===== src/rtl/duty_slew_pkg.sv =====
// duty_slew_pkg: constants and types shared by the servo slew limiter, the
// gesture/switch decode table and the pwm channel.
//
// Contents:
//   DUTY_W           duty word width (matches pwm.duty_in)
//   SERVO_*_DUTY     servo duty endpoints and neutral, in clocks
//   DEF_PERIOD       default servo frame length in clocks (20 ms at 100 MHz)
//   DEF_STEP         default maximum duty change per frame, in clocks
//   slew_state_e     slew direction state (IDLE / UP / DOWN)
package duty_slew_pkg;

  localparam int unsigned DUTY_W          = 26;

  localparam int unsigned SERVO_MIN_DUTY  = 50000;
  localparam int unsigned SERVO_INIT_DUTY = 97500;
  localparam int unsigned SERVO_MAX_DUTY  = 145000;

  localparam int unsigned DEF_PERIOD      = 2000000;
  localparam int unsigned DEF_STEP        = 2500;

  typedef enum logic [1:0] {
    ST_IDLE = 2'd0,  // duty == target
    ST_UP   = 2'd1,  // duty <  target
    ST_DOWN = 2'd2   // duty >  target
  } slew_state_e;

endpackage


===== src/rtl/duty_slew_frame_tick.sv =====
// frame_tick: free-running servo frame counter.
//
// The counter runs 0..PERIOD-1 and wraps. tick_o is high in the last cycle of
// each frame; period_start_o is a registered one-cycle pulse in the first
// cycle of the next frame (counter == 0). Reusable to align other channels.
//
// Parameters:
//   PERIOD          clocks per frame (>= 2)
// Ports:
//   clk             system clock
//   rst_n           synchronous active-low reset
//   tick_o          high while the counter is at PERIOD-1
//   period_start_o  registered pulse on the first cycle of each frame
module frame_tick
  import duty_slew_pkg::*;
#(
  parameter int unsigned PERIOD = DEF_PERIOD
) (
  input  logic clk,
  input  logic rst_n,
  output logic tick_o,
  output logic period_start_o
);

  localparam int unsigned    CNT_W    = (PERIOD > 1) ? $clog2(PERIOD) : 1;
  localparam logic [CNT_W-1:0] CNT_LAST = CNT_W'(PERIOD - 1);

  logic [CNT_W-1:0] cnt_q, cnt_d;
  logic             period_start_q;

  assign tick_o         = (cnt_q == CNT_LAST);
  assign period_start_o = period_start_q;

  always_comb begin
    cnt_d = tick_o ? '0 : cnt_q + 1'b1;
  end

  always_ff @(posedge clk) begin
    // NOTE: reset is synchronous, so it lives inside the clocked branch and
    // only takes effect at an edge; every flop here is plain state, no RAM.
    if (!rst_n) begin
      cnt_q          <= '0;
      period_start_q <= 1'b0;
    end else begin
      // NOTE: non-blocking so each flop samples pre-edge values regardless of
      // statement order.
      cnt_q          <= cnt_d;
      period_start_q <= tick_o;
    end
  end

endmodule


===== src/rtl/duty_slew.sv =====
// duty_slew: slew-rate limiter for one servo pwm channel.
//
// Walks duty_out toward the most recently loaded target by at most STEP per
// servo frame, so full-scale target jumps reach the servo as a ramp.
// duty_out only changes at the frame boundary and is first visible together
// with period_start.
//
// Build option:
//   DUTY_SLEW_CLAMP_EN  when defined, loaded targets are saturated to
//                       [MIN_DUTY, MAX_DUTY]; otherwise passed unmodified.
//
// Ports:
//   clk           system clock
//   rst_n         synchronous active-low reset
//   target_in     requested duty, sampled when target_load = 1
//   target_load   load strobe (may be held; sampled every cycle)
//   duty_out      registered duty delivered to pwm.duty_in
//   period_start  one-cycle pulse on the first cycle of each frame
//   busy          registered, high while duty_out != target
//   settled       one-cycle pulse when a ramp lands exactly on target
module duty_slew
  import duty_slew_pkg::*;
#(
  parameter int unsigned WIDTH     = DUTY_W,
  parameter int unsigned PERIOD    = DEF_PERIOD,
  parameter int unsigned STEP      = DEF_STEP,
  parameter int unsigned INIT_DUTY = SERVO_INIT_DUTY,
  parameter int unsigned MIN_DUTY  = SERVO_MIN_DUTY,
  parameter int unsigned MAX_DUTY  = SERVO_MAX_DUTY
) (
  input  logic             clk,
  input  logic             rst_n,
  input  logic [WIDTH-1:0] target_in,
  input  logic             target_load,
  output logic [WIDTH-1:0] duty_out,
  output logic             period_start,
  output logic             busy,
  output logic             settled
);

  localparam logic [WIDTH-1:0] INIT_W   = WIDTH'(INIT_DUTY);
  localparam logic [WIDTH-1:0] STEP_N   = WIDTH'(STEP);
  localparam logic [WIDTH:0]   STEP_EXT = (WIDTH + 1)'(STEP);

  if (MIN_DUTY > MAX_DUTY) begin : g_bad_clamp_range
    $error("duty_slew: MIN_DUTY must not exceed MAX_DUTY");
  end

  slew_state_e      state_q, state_d;
  logic [WIDTH-1:0] target_q, target_d;
  logic [WIDTH-1:0] duty_q, duty_d;
  logic             busy_q, busy_d;
  logic             settled_q, settled_d;
  logic [WIDTH-1:0] target_eff;
  logic [WIDTH:0]   diff;
  logic             tick;

  frame_tick #(
    .PERIOD(PERIOD)
  ) u_frame_tick (
    .clk           (clk),
    .rst_n         (rst_n),
    .tick_o        (tick),
    .period_start_o(period_start)
  );

`ifdef DUTY_SLEW_CLAMP_EN
  always_comb begin
    if (target_in < WIDTH'(MIN_DUTY)) begin
      target_eff = WIDTH'(MIN_DUTY);
    end else if (target_in > WIDTH'(MAX_DUTY)) begin
      target_eff = WIDTH'(MAX_DUTY);
    end else begin
      target_eff = target_in;
    end
  end
`else
  assign target_eff = target_in;
`endif

  always_comb begin
    // NOTE: every output of this block gets a default first, so no path
    // leaves a variable unassigned and no latch is inferred.
    state_d   = state_q;
    target_d  = target_q;
    duty_d    = duty_q;
    settled_d = 1'b0;
    diff      = '0;

    if (target_load) begin
      // A load wins over a coincident tick: duty holds, direction is
      // re-derived from the new target against the current duty.
      target_d = target_eff;
      if (target_eff > duty_q) begin
        state_d = ST_UP;
      end else if (target_eff < duty_q) begin
        state_d = ST_DOWN;
      end else begin
        state_d = ST_IDLE;
      end
    end else if (tick && (state_q != ST_IDLE)) begin
      // The state already tells which operand is larger, so the
      // subtraction cannot wrap.
      if (state_q == ST_UP) begin
        diff = {1'b0, target_q} - {1'b0, duty_q};
      end else begin
        diff = {1'b0, duty_q} - {1'b0, target_q};
      end

      if (diff <= STEP_EXT) begin
        duty_d    = target_q;
        state_d   = ST_IDLE;
        settled_d = 1'b1;
      end else if (state_q == ST_UP) begin
        duty_d = duty_q + STEP_N;
      end else begin
        duty_d = duty_q - STEP_N;
      end
    end

    busy_d = (state_d != ST_IDLE);
  end

  always_ff @(posedge clk) begin
    if (!rst_n) begin
      state_q   <= ST_IDLE;
      target_q  <= INIT_W;
      duty_q    <= INIT_W;
      busy_q    <= 1'b0;
      settled_q <= 1'b0;
    end else begin
      state_q   <= state_d;
      target_q  <= target_d;
      duty_q    <= duty_d;
      busy_q    <= busy_d;
      settled_q <= settled_d;
    end
  end

  assign duty_out = duty_q;
  assign busy     = busy_q;
  assign settled  = settled_q;

endmodule


===== config.mk =====
export PLATFORM = sky130hd
export DESIGN_NAME = duty_slew
export DESIGN_NICKNAME = d
export VERILOG_FILES = /design/src/rtl/duty_slew_pkg.sv /design/src/rtl/duty_slew_frame_tick.sv /design/src/rtl/duty_slew.sv
export SDC_FILE = /design/constraint.sdc
export NUM_CORES = 1
export LEC_CHECK = 0
export CORE_AREA = 2 2 166 168
export CTS_CLUSTER_DIAMETER = 100
export DETAILED_ROUTE_END_ITERATION = 7
export DIE_AREA = 0 0 168 170
export PLACE_DENSITY = 0.55
export SKIP_LAST_GASP = 1
export SLEW_MARGIN = 20
export SYNTH_ARGS = -nofsm -noshare
export SYNTH_HDL_FRONTEND = slang
export SYNTH_HIERARCHICAL = 1
export SYNTH_SLANG_ARGS = --single-unit

===== constraint.sdc =====
create_clock -name clk -period 6.4 [get_ports clk]
set_clock_uncertainty 0.15 [all_clocks]
set_input_delay 1.6 -clock clk [delete_from_list [all_inputs] [get_ports clk]]
set_output_delay 1.6 -clock clk [all_outputs]
set_load 0.02 [all_outputs]

==> results of run 1 <==
==> area by class of cell <==
cell class | instances | area (um2) | area share
clock buffer | 9 | 225.2 | 0.02419
timing repair buffer | 64 | 613.1 | 0.06584
clock inverter | 7 | 105.1 | 0.01129
tap | 341 | 426.7 | 0.04582
multi-input combinational | 874 | 6102 | 0.6553
inverter | 74 | 277.8 | 0.02983
sequential | 78 | 1562 | 0.1677
==> worst register-to-register path, stage by stage (launching register included) <==
cell and delay (ns):
dfxtp_1 0.53, inv_1 0.17, ha_1 0.44, nor2_1 0.08
a211oi_1 0.67, o21ai_1 0.34, o211ai_1 0.34, o21ai_0 0.16
xnor2_1 0.16, o31ai_1 0.41, and3_1 0.85, nand2_1 0.31
o311ai_1 0.28
==> cells in the final DEF, fill, tap and decap left out, types with 21 or more instances in the layout <==
master	n
a211oi_1	33
o211ai_1	33
and3_1	23
nor2_1	74
xnor2_1	29
clkdlybuf4s50_1	55
a21oi_1	90
nor2b_1	24
ha_1	101
nand2_1	74
mux2i_1	21
inv_1	74
o21ai_0	78
dfxtp_1	78
nand3_1	40
nor3_1	24
==> state kept, by name, summed over array words and instances, names as in the netlist <==
name	count
duty_out	26
target_q	26
u_frame_tick/cnt_q	21
state_q	2
busy	1
settled	1
u_frame_tick/period_start_o	1
==> routing by layer <==
metal / vias to the layer above / track usage / routed length (um)
met5: - / 0 / 0
met4: 0 / 0.03705 / 224
met3: 17 / 0.03093 / 1196
met2: 162 / 0.3009 / 12170
met1: 3855 / 0.2573 / 12860
li1: 4035 / - / -
==> report_power, final <==
part	switching, W	total [W]	internal (W)
Clock	0.000235	0.000583	0.000348
Sequential	0.0000140	0.000513	0.000499
Combinational	0.000310	0.000503	0.000193
==> worst max path at each step <==
stage | to | depth (start not counted) | slack (ns)
after floorplan | duty_out[25] | 15 | 1.97
after global placement | duty_out[4] | 12 | 1.58
after detailed placement | duty_out[4] | 12 | 1.50
after CTS | duty_out[4] | 12 | 1.46
after global routing | duty_out[4] | 12 | 0.87
final | duty_out[4] | 12 | 1.43
==> through the flow <==
stage / util / area, um2 / worst slack [ns]
floorplan: - / 8143 / 1.975
global placement: 0.3366 / 8970 / 1.577
detailed placement: 0.3366 / 8970 / 1.505
CTS: 0.3490 / 9300 / 1.464
global route: 0.3494 / 9311 / 0.8658
finish: 0.3494 / 9311 / 1.428
==> cell families after synthesis <==
group | Yosys count
buffers and inverters | 129
AO/OA/AOI/OAI | 350
XOR/XNOR | 46
adder cells (fa/ha/maj) | 104
flip-flops | 78
AND/OR/NAND/NOR | 351
multiplexers | 23
==> out/metrics.yaml, run 1 <==
synth.area.mux_share: 0.02858
path_cells: "inv_1, ha_1, nor2_1, a211oi_1, o21ai_1, o211ai_1, o21ai_0, xnor2_1, o31ai_1, and3_1, nand2_1, o311ai_1"
crit_arrival_ns: 5.09
drtIter0Drc: 469
slowest_stage: "and3_1"
initial_core_util: 0.3055
detail_route.drc_violations: 0
antenna_cells: 0
synth_area_um2: 8143
synth_top_area_frac: 0.1918
hpwl_um: 20830
synthAdderAreaFrac: 0.1626
ys.flop_type: "dfxtp_1"
reg2reg_to: "duty_out[4]"
path_delay_family: "compound AO/OA/AOI/OAI gates"
p_leak_nw: 3.818
rrSetupSlack_ns: 1.43
max_stage_delay_ns: 0.85
final-hold-violation-count: 0
grt_pass1_vias: 7742
final_cells: 1447
power_density_nw_per_um2: 171.7
synth_compound_area_frac: 0.2795
drv_slew: 0
min_period_ns: 4.972
grt_max_degree: 76
synth_commonest_cells: "101 x ha_1, 90 x a21oi_1, 78 x dfxtp_1, 78 x o21ai_0"
synth_most_common_cell: "ha_1"
synth-async-reset-ratio: 0
clk_pin_slew_worst_paths_ns: 0.08
ctsHoldBuffers: 0
worstMarginPinSlew_ns: 0.9262
syn2layout_area_growth_pct: 14.35
avgRoutedWirePerCell_um: 18.28
gp_congestion: 0.9046
numCtsBuffers: 9
antenna_found_initial: 0
worst-path-buf-inv: 1
ir_worst_vdd_mv: 0.1331
cts_resized: 0
synth_area_leaders: "dfxtp_1 19%, ha_1 16%, a21oi_1 5.5%, o21ai_0 4.8%, inv_1 3.4%"
die_w_um: 168
fillCellCount: 2794
hold_path_class: "reg2reg"
synth_edf_count: 0
cp-end-kind: "register"
cp.required_ns: 6.52
synth_nets: 1214
grt_pass1_wl_um: 42500
dieHeight_um: 170
ys_seq_area_frac: 0.1918
clock-sinks: 78
io_buffer_count: 57
rsz0062_at_grt: "false"
final-setup-viol-count: 0
postSynthAreaPerCell_um2: 7.533
cp-start-kind: "register"
max-cap-violations: 0
ys_types: 74
cts_tree: "done"
hold_end: "u_frame_tick/cnt_q[0]"
synth_top_cell_by_area: "dfxtp_1"
slew_headroom: 0.3825
ys_ff_latch: 78
io_pins: 58
synthSimpleGateAreaFrac: 0.2259
post-cts-setup-buffers: 0
fin_total_pwr_w: 0.001598
whs_ns: 0.3139
tns_ns: 0
routed_wl_um: 26460
cp_max_fo: 22
finalCritPeriodShare: 0.7769
reg2reg_from: "duty_out[2]"
ff2ff_path_depth: 12
gr-total-overflow: 0
hold_depth: 1
final_antenna_net_count: 0
rows: 60
clk_latency_ns: 0.36
htree_levels: 3
syn_inst: 1081
fin_nets: 1234
drt_first_pass_iters: 5
startpoint: "duty_out[2]"
grt_usage: 0.1848
dp_cells: 1431
drive_above_1_share: 0.03978
clockRootBuffer: "clkbuf_16"
outcome: "finished clean"
crit_type: "reg2reg"
routed_via_density: 5.576
synth_warnings: 6
vias: 8069
synth_top_family_by_area: "compound AO/OA/AOI/OAI gates"
fmaxAchievable_mhz: 201.1
dieArea_um2: 28560
cts_buffer_depth: 2
fp.coreArea_um2: 26650
hold_path.startpoint: "u_frame_tick/cnt_q[0]"
synth-xor-area-share: 0.04948
No activity file was read; power rests on OpenSTA's default activity.
==> run 2, diff against run 1 <==
PLACE_DENSITY = 0.57   (was 0.55)
clock period = 4.05 ns   (was 6.4 ns; I/O delays follow)
==> out/metrics.yaml, run 2 (synthesis results as in run 1) <==
drtIter0Drc: 566
placed_area_um2: 9831
tns_ns: 0
gp_congestion: 0.9059
routed_wl_um: 27910
drv_slew: 0
clk_latency_ns: 0.35
htree_levels: 3
crit_type: "reg2reg"
hold_path_class: "reg2reg"
antenna_cells: 0
vias: 8629
final-hold-violation-count: 0
p_leak_nw: 4.399
ctsHoldBuffers: 0
grt_use_met3: 0.02442
use_met1: 0.2501
fin_nets: 1350
cts_buffer_depth: 2
finalCritPeriodShare: 0.9850
outcome: "finished clean"
grt_util_met2: 0.3171
gr-total-overflow: 0
grt_pass1_vias: 8260
clockRootBuffer: "clkbuf_16"
layout_commonest_cell: "buf_4"
worstMarginPinSlew_ns: 0.7786
fin_area_um2: 10410
initial_core_util: 0.3055
antenna_found_initial: 0
busiest_layer: "met2"
drive_above_1_share: 0.1628
avgRoutedWirePerCell_um: 17.85
final_cells: 1563
fp.coreArea_um2: 26650
grt_pass1_wl_um: 43100
cts_tree: "done"
utilization: 0.3907
io_buffer_count: 57
dieArea_um2: 28560
grt_max_degree: 77
clk_pin_slew_worst_paths_ns: 0.07
cp-start-kind: "register"
whs_ns: 0.3359
drt_first_pass_iters: 5
final-setup-viol-count: 0
routed_via_density: 5.521
io_pins: 58
power_density_nw_per_um2: 255.4
detail_route.drc_violations: 0
final_antenna_net_count: 0
min_period_ns: 3.989
ir_worst_vdd_mv: 0.1791
grt_usage: 0.1885
rsz0062_at_grt: "true"
slew_headroom: 0.4753
clock-sinks: 78
fmaxAchievable_mhz: 250.7
die_w_um: 168
cp-end-kind: "register"
rows: 60
cp_max_fo: 8
final_cell_mix: "118 x buf_4, 96 x ha_1, 85 x a21oi_1"
crit_arrival_ns: 4.03
syn2layout_area_growth_pct: 27.86
dp_cells: 1539
dieHeight_um: 170
cp.required_ns: 4.09
numCtsBuffers: 9
hpwl_um: 21840
max-cap-violations: 0
run 2: final cells by class:
class	instances	area, um2
timing repair buffer	179	1531
tap	341	426.7
sequential	78	1572
inverter	74	277.8
multi-input combinational	875	6275
fill	2699	16240
clock buffer	9	225.2
clock inverter	7	103.9
run 2: repair_timing:
action | 4_1_cts | 5_1_grt
setup endpoints to repair | 30 | 30
pin swaps | 4 | 21
gates resized for setup | 8 | 43
setup buffers | 0 | 7
cloned | 0 | 2
run 2: worst max-delay path, stage by stage, from the launching register on:
cell and delay [ns]:
dfxtp_1 0.39, inv_1 0.09, ha_1 0.24, a2111o_1 0.39
o21bai_4 0.20, a31oi_4 0.18, o211ai_1 0.17, a221o_1 0.35
a221o_1 0.34, nand4b_4 0.20, or4_4 0.66, nor2_4 0.19
buf_12 0.15, a311oi_2 0.09
run 2: worst paths after layout:
| path | from | end | slack (ns) | depth (start not counted) |
|---|---|---|---|---|
| worst min-delay path | u_frame_tick/cnt_q[20] | u_frame_tick/cnt_q[20] | 0.34 | 2 |
| worst max register to register | target_q[6] | duty_out[2] | 0.06 | 13 |
| worst min register to register | u_frame_tick/cnt_q[20] | u_frame_tick/cnt_q[20] | 0.34 | 2 |
| worst max-delay path | target_q[6] | duty_out[2] | 0.06 | 13 |
run 2: report_power, final:
| group | total, W | internal (W) | switching [W] |
|---|---|---|---|
| registers | 0.000809 | 0.000788 | 0.0000214 |
| clock network | 0.000907 | 0.000549 | 0.000359 |
| logic | 0.000942 | 0.000403 | 0.000539 |
run 2: layer usage:
layer	wire, um	up-vias
met3	1334	45
li1	-	4262
met5	0	-
met4	684	0
met2	12980	235
met1	12910	4087
run 2: through the flow:
step	setup slack (ns)	power, W
final	0.06078	0.002659
after global routing	-0.05824	0.002801
after CTS	0.003515	0.002627
after detailed placement	-0.1828	0.001710
after global placement	-0.2139	0.001706
after floorplan	0.04076	0.001393
==> RTL edit 1, RTL diff (settings of run 2) <==
Add a define of `DUTY_SLEW_CLAMP_EN`.
--- a/src/rtl/duty_slew.sv
+++ b/src/rtl/duty_slew.sv
@@ -18,6 +18,8 @@
 //   period_start  one-cycle pulse on the first cycle of each frame
 //   busy          registered, high while duty_out != target
 //   settled       one-cycle pulse when a ramp lands exactly on target
+`define DUTY_SLEW_CLAMP_EN
+
 module duty_slew
   import duty_slew_pkg::*;
 #(
Formal check against the unedited RTL: no difference found for any inputs over 10 cycles, from zero or initial values and one cycle with rst_n low; that may be too few to reach the edited logic, so the function may still have changed.
==> RTL edit 1 against run 2 <==
  * The flow now finishes with violations (negative setup slack)
  * Critical path depth rose by 6
  * Routed wire length rose by 6.6%
  * Worst setup slack lost 0.33 ns
  * Sequential cell count unchanged
  * Design area rose by 13%
  * Total power decreased by 4.8%
  * Combinational power is 13% lower
  * Synthesized area grew 0.89%
  * Critical endpoint is now busy
==> RTL edit 1: results <==
set metrics [dict create \
    tns_ns -1.159 \
    hold_path_depth 1 \
    synth.top_cells.by_count "109 x a21oi_1, 101 x ha_1, 82 x inv_1, 79 x nor2_1" \
    num-clock-buffers 10 \
    grt_use_met1 0.2755 \
    grt_max_degree 48 \
    vias 9140 \
    signal_buffers 288 \
    rrSetupSlack_ns -0.18 \
    fin_hold_ws_ns 0.3248 \
    finalSetupViolCount 12 \
    wl_met3_mm 1.188 \
    inverters 83 \
    synth_cells 1097 \
    grt_util_met2 0.3432 \
    hp-start "u_frame_tick/cnt_q[0]" \
    multi_input_cells 886 \
    r2r-end "busy" \
    hold_end "u_frame_tick/cnt_q[0]" \
    yosys.area_share.adder 0.1611 \
    relSlewSlack 0.3117 \
    dp_slack_ns -0.9388 \
    wl_met2_mm 13.81 \
    grt_util_met3 0.02535 \
    synth_area_leaders "dfxtp_1 19%, ha_1 15%, a21oi_1 6.6%" \
    nNetsFinal 1479 \
    grt_first_pass_wirelength_mm 46.78 \
    clk_share 0.02810 \
    critPathMaxStageDelay_ns 0.41 \
    arrival_ns 4.40 \
    stdcell_area_sq_um 11800 \
    seq_area_frac 0.1335 \
    status "finished with violations" \
    endpoint "busy" \
    grt_pass1_vias 8868 \
    layout_setup_ws_ns -0.2699 \
    r2r-start "duty_out[0]" \
    multi_input_area_share 0.5696 \
    drt-met1-wl_mm 14.10 \
    hpwl_mm 23.28 \
    n_fill_cell 2631 \
    violations "negative setup slack" \
    synthXorXnorAreaFrac 0.05011 \
    worstRegToRegCells 14 \
    vdd_ir_drop_max_mv 0.2345 \
    synth_compound_area_frac 0.3031 \
    gp_congestion 0.9875 \
    synth_cell_types 84 \
    viasPerCell 5.405 \
    grt_use_total 0.2042 \
    synthMuxAreaShare 0.01767 \
    power.leakage_nw 5.189 \
    detail_route.wl_per_cell_um 17.59 \
    crit_slowest_cell "clkdlybuf4s50_1" \
    dp_cells 1651 \
    startpoint "target_in[18]" \
    buf_share 0.2060 \
    seq_cells 78 \
]
==> RTL edit 1: changes by cell type in the layout (fill, tap and decap cells not counted), moves of 16 or more <==
| cell | change |
|---|---|
| buf_4 | +96 |
| o21ai_0 | -30 |
| nor2b_1 | -19 |
| a21o_1 | +17 |
| a21oi_1 | +17 |
| and3_1 | -16 |
==> RTL edit 1: worst max-delay path, delay by kind of cell <==
family | cells | cell delay [ns]
fa+ha+maj | 1 | 0.26
simple gates | 9 | 1.22
compound gates | 4 | 1.00
buf+inv | 5 | 0.89
==> RTL edit 1: repair_timing <==
item | CTS | global route
buffers inserted | 16 | 9
setup endpoints to repair | 30 | 30
hold buffers | 0 | 0
gates resized for setup | 73 | 84
pin swaps | 48 | 56
cloned | 2 | 0
==> RTL edit 1: power breakdown <==
part           switching (mW)  internal [mW]
sequential             0.0134          0.780
clock                   0.349          0.574
combinational           0.443          0.373
total                   0.806           1.73
==> RTL edit 2, RTL diff (flow settings as in run 2) <==
Made on the original files. Reset style: asynchronous (`rst_n`), changed in 2 clocked blocks. Comments in the files are not updated.
--- a/src/rtl/duty_slew_frame_tick.sv
+++ b/src/rtl/duty_slew_frame_tick.sv
@@ -35,7 +35,7 @@
     cnt_d = tick_o ? '0 : cnt_q + 1'b1;
   end
 
-  always_ff @(posedge clk) begin
+  always_ff @(posedge clk or negedge rst_n) begin
     // NOTE: reset is synchronous, so it lives inside the clocked branch and
     // only takes effect at an edge; every flop here is plain state, no RAM.
     if (!rst_n) begin
--- a/src/rtl/duty_slew.sv
+++ b/src/rtl/duty_slew.sv
@@ -121,7 +121,7 @@
     busy_d = (state_d != ST_IDLE);
   end
 
-  always_ff @(posedge clk) begin
+  always_ff @(posedge clk or negedge rst_n) begin
     if (!rst_n) begin
       state_q   <= ST_IDLE;
       target_q  <= INIT_W;
Behaviour: differs if rst_n is asserted again (counterexample within 4 cycles, from zero or initial values and one cycle with rst_n low); with rst_n held inactive, the same outputs for 10 cycles.
==> RTL edit 2 against run 2 <==
  * The flow now finishes with violations (negative setup slack)
  * Die area did not move
  * Synthesized area is 0.89% higher
  * Via count shrank 1.0%
  * Total power rose by 17%
  * Count of clock-buffer cells in the layout is 1 higher
  * Fmax down 3.6%
  * Routed wire length up 0.93%
  * Sequential cell count did not move
  * Design area is 7.2% higher
  * Worst setup slack got worse by 0.15 ns
  * Clock power fell by 5.7%
  * Critical path type unchanged
==> RTL edit 2: results <==
set metrics [dict create \
    status "finished with violations" \
    violations "negative setup slack" \
    n_fill_cell 2663 \
    worstRegToRegCells 16 \
    arrival_ns 4.26 \
    hold_path_depth 1 \
    vdd_ir_drop_max_mv 0.2120 \
    drt_iter0_drc 604 \
    yosys.area_share.adder 0.1611 \
    synth_cell_types 89 \
    hp-start "u_frame_tick/cnt_q[0]" \
    grt_max_degree 75 \
    synthArstFlopShare 1.000 \
    ys_seq_area_frac 0.2409 \
    grt_pass1_vias 8248 \
    synth_compound_area_frac 0.2723 \
    power.leakage_nw 4.895 \
    stdcell_area_sq_um 11160 \
    post_dp_cell_area_sq_um 10370 \
    synth_area_leaders "dfrtp_1 17%, ha_1 15%, dfstp_2 7.0%" \
    drive_gt1_frac 0.2680 \
    synth.top_cells.by_count "101 x ha_1, 86 x nand2_1, 84 x o21ai_0, 77 x a21oi_1, 70 x nor2_1" \
    critPathMaxStageDelay_ns 0.54 \
    synthXorXnorAreaFrac 0.04904 \
    finalSetupViolCount 22 \
    crit_slowest_cell "dfstp_2" \
    layout_setup_ws_ns -0.08657 \
    fin_hold_ws_ns 0.3084 \
    viasPerCell 5.419 \
]
-- RTL edit 2: through the flow --
| step | setup TNS (ns) | util | cells | worst slack, ns |
|---|---|---|---|---|
| 2_1_floorplan | 0 | - | 1014 | 0.008338 |
| 3_3_place_gp | -0.6695 | 0.3892 | 1544 | -0.1060 |
| 3_5_place_dp | -1.545 | 0.3892 | 1544 | -0.1781 |
| 4_1_cts | -2.263 | 0.4060 | 1566 | -0.1908 |
| 5_1_grt | -5.817 | 0.4189 | 1576 | -0.2780 |
| 6_report | -1.105 | 0.4189 | 1576 | -0.08657 |
-- RTL edit 2: layout make-up --
type                            instances  area (sq um)  share of cell area
Multi-Input combinational cell        823          6056              0.5425
Timing Repair Buffer                  250          2147              0.1923
Sequential cell                        78          1981              0.1774
Tap cell                              341         426.7             0.03822
Inverter                               68         255.2             0.02286
Clock buffer                           10         229.0             0.02051
Clock inverter                          6         68.82            0.006165
-- RTL edit 2: power by group --
group	total (mW)	leakage, nW	internal [mW]	switching [mW]
Clock	0.855	0.143	0.483	0.372
Sequential	0.864	0.917	0.828	0.0353
Combinational	1.40	3.83	0.651	0.746
-- RTL edit 2: what timing repair did --
action                     4_1_cts  5_1_grt
buffers inserted                 6        8
setup endpoints to repair       26       29
cloned                           0        1
pin swaps                       20       18
hold buffers                     0        0
resized for setup               28       58
-- RTL edit 2: per-layer routing --
metal / GRT usage / up-vias / wire [um]
met5: 0 / - / 0
met4: 0.05671 / 0 / 545
met3: 0.01442 / 32 / 1217
met2: 0.3182 / 217 / 12870
met1: 0.2812 / 4107 / 13530
li1: - / 4184 / -
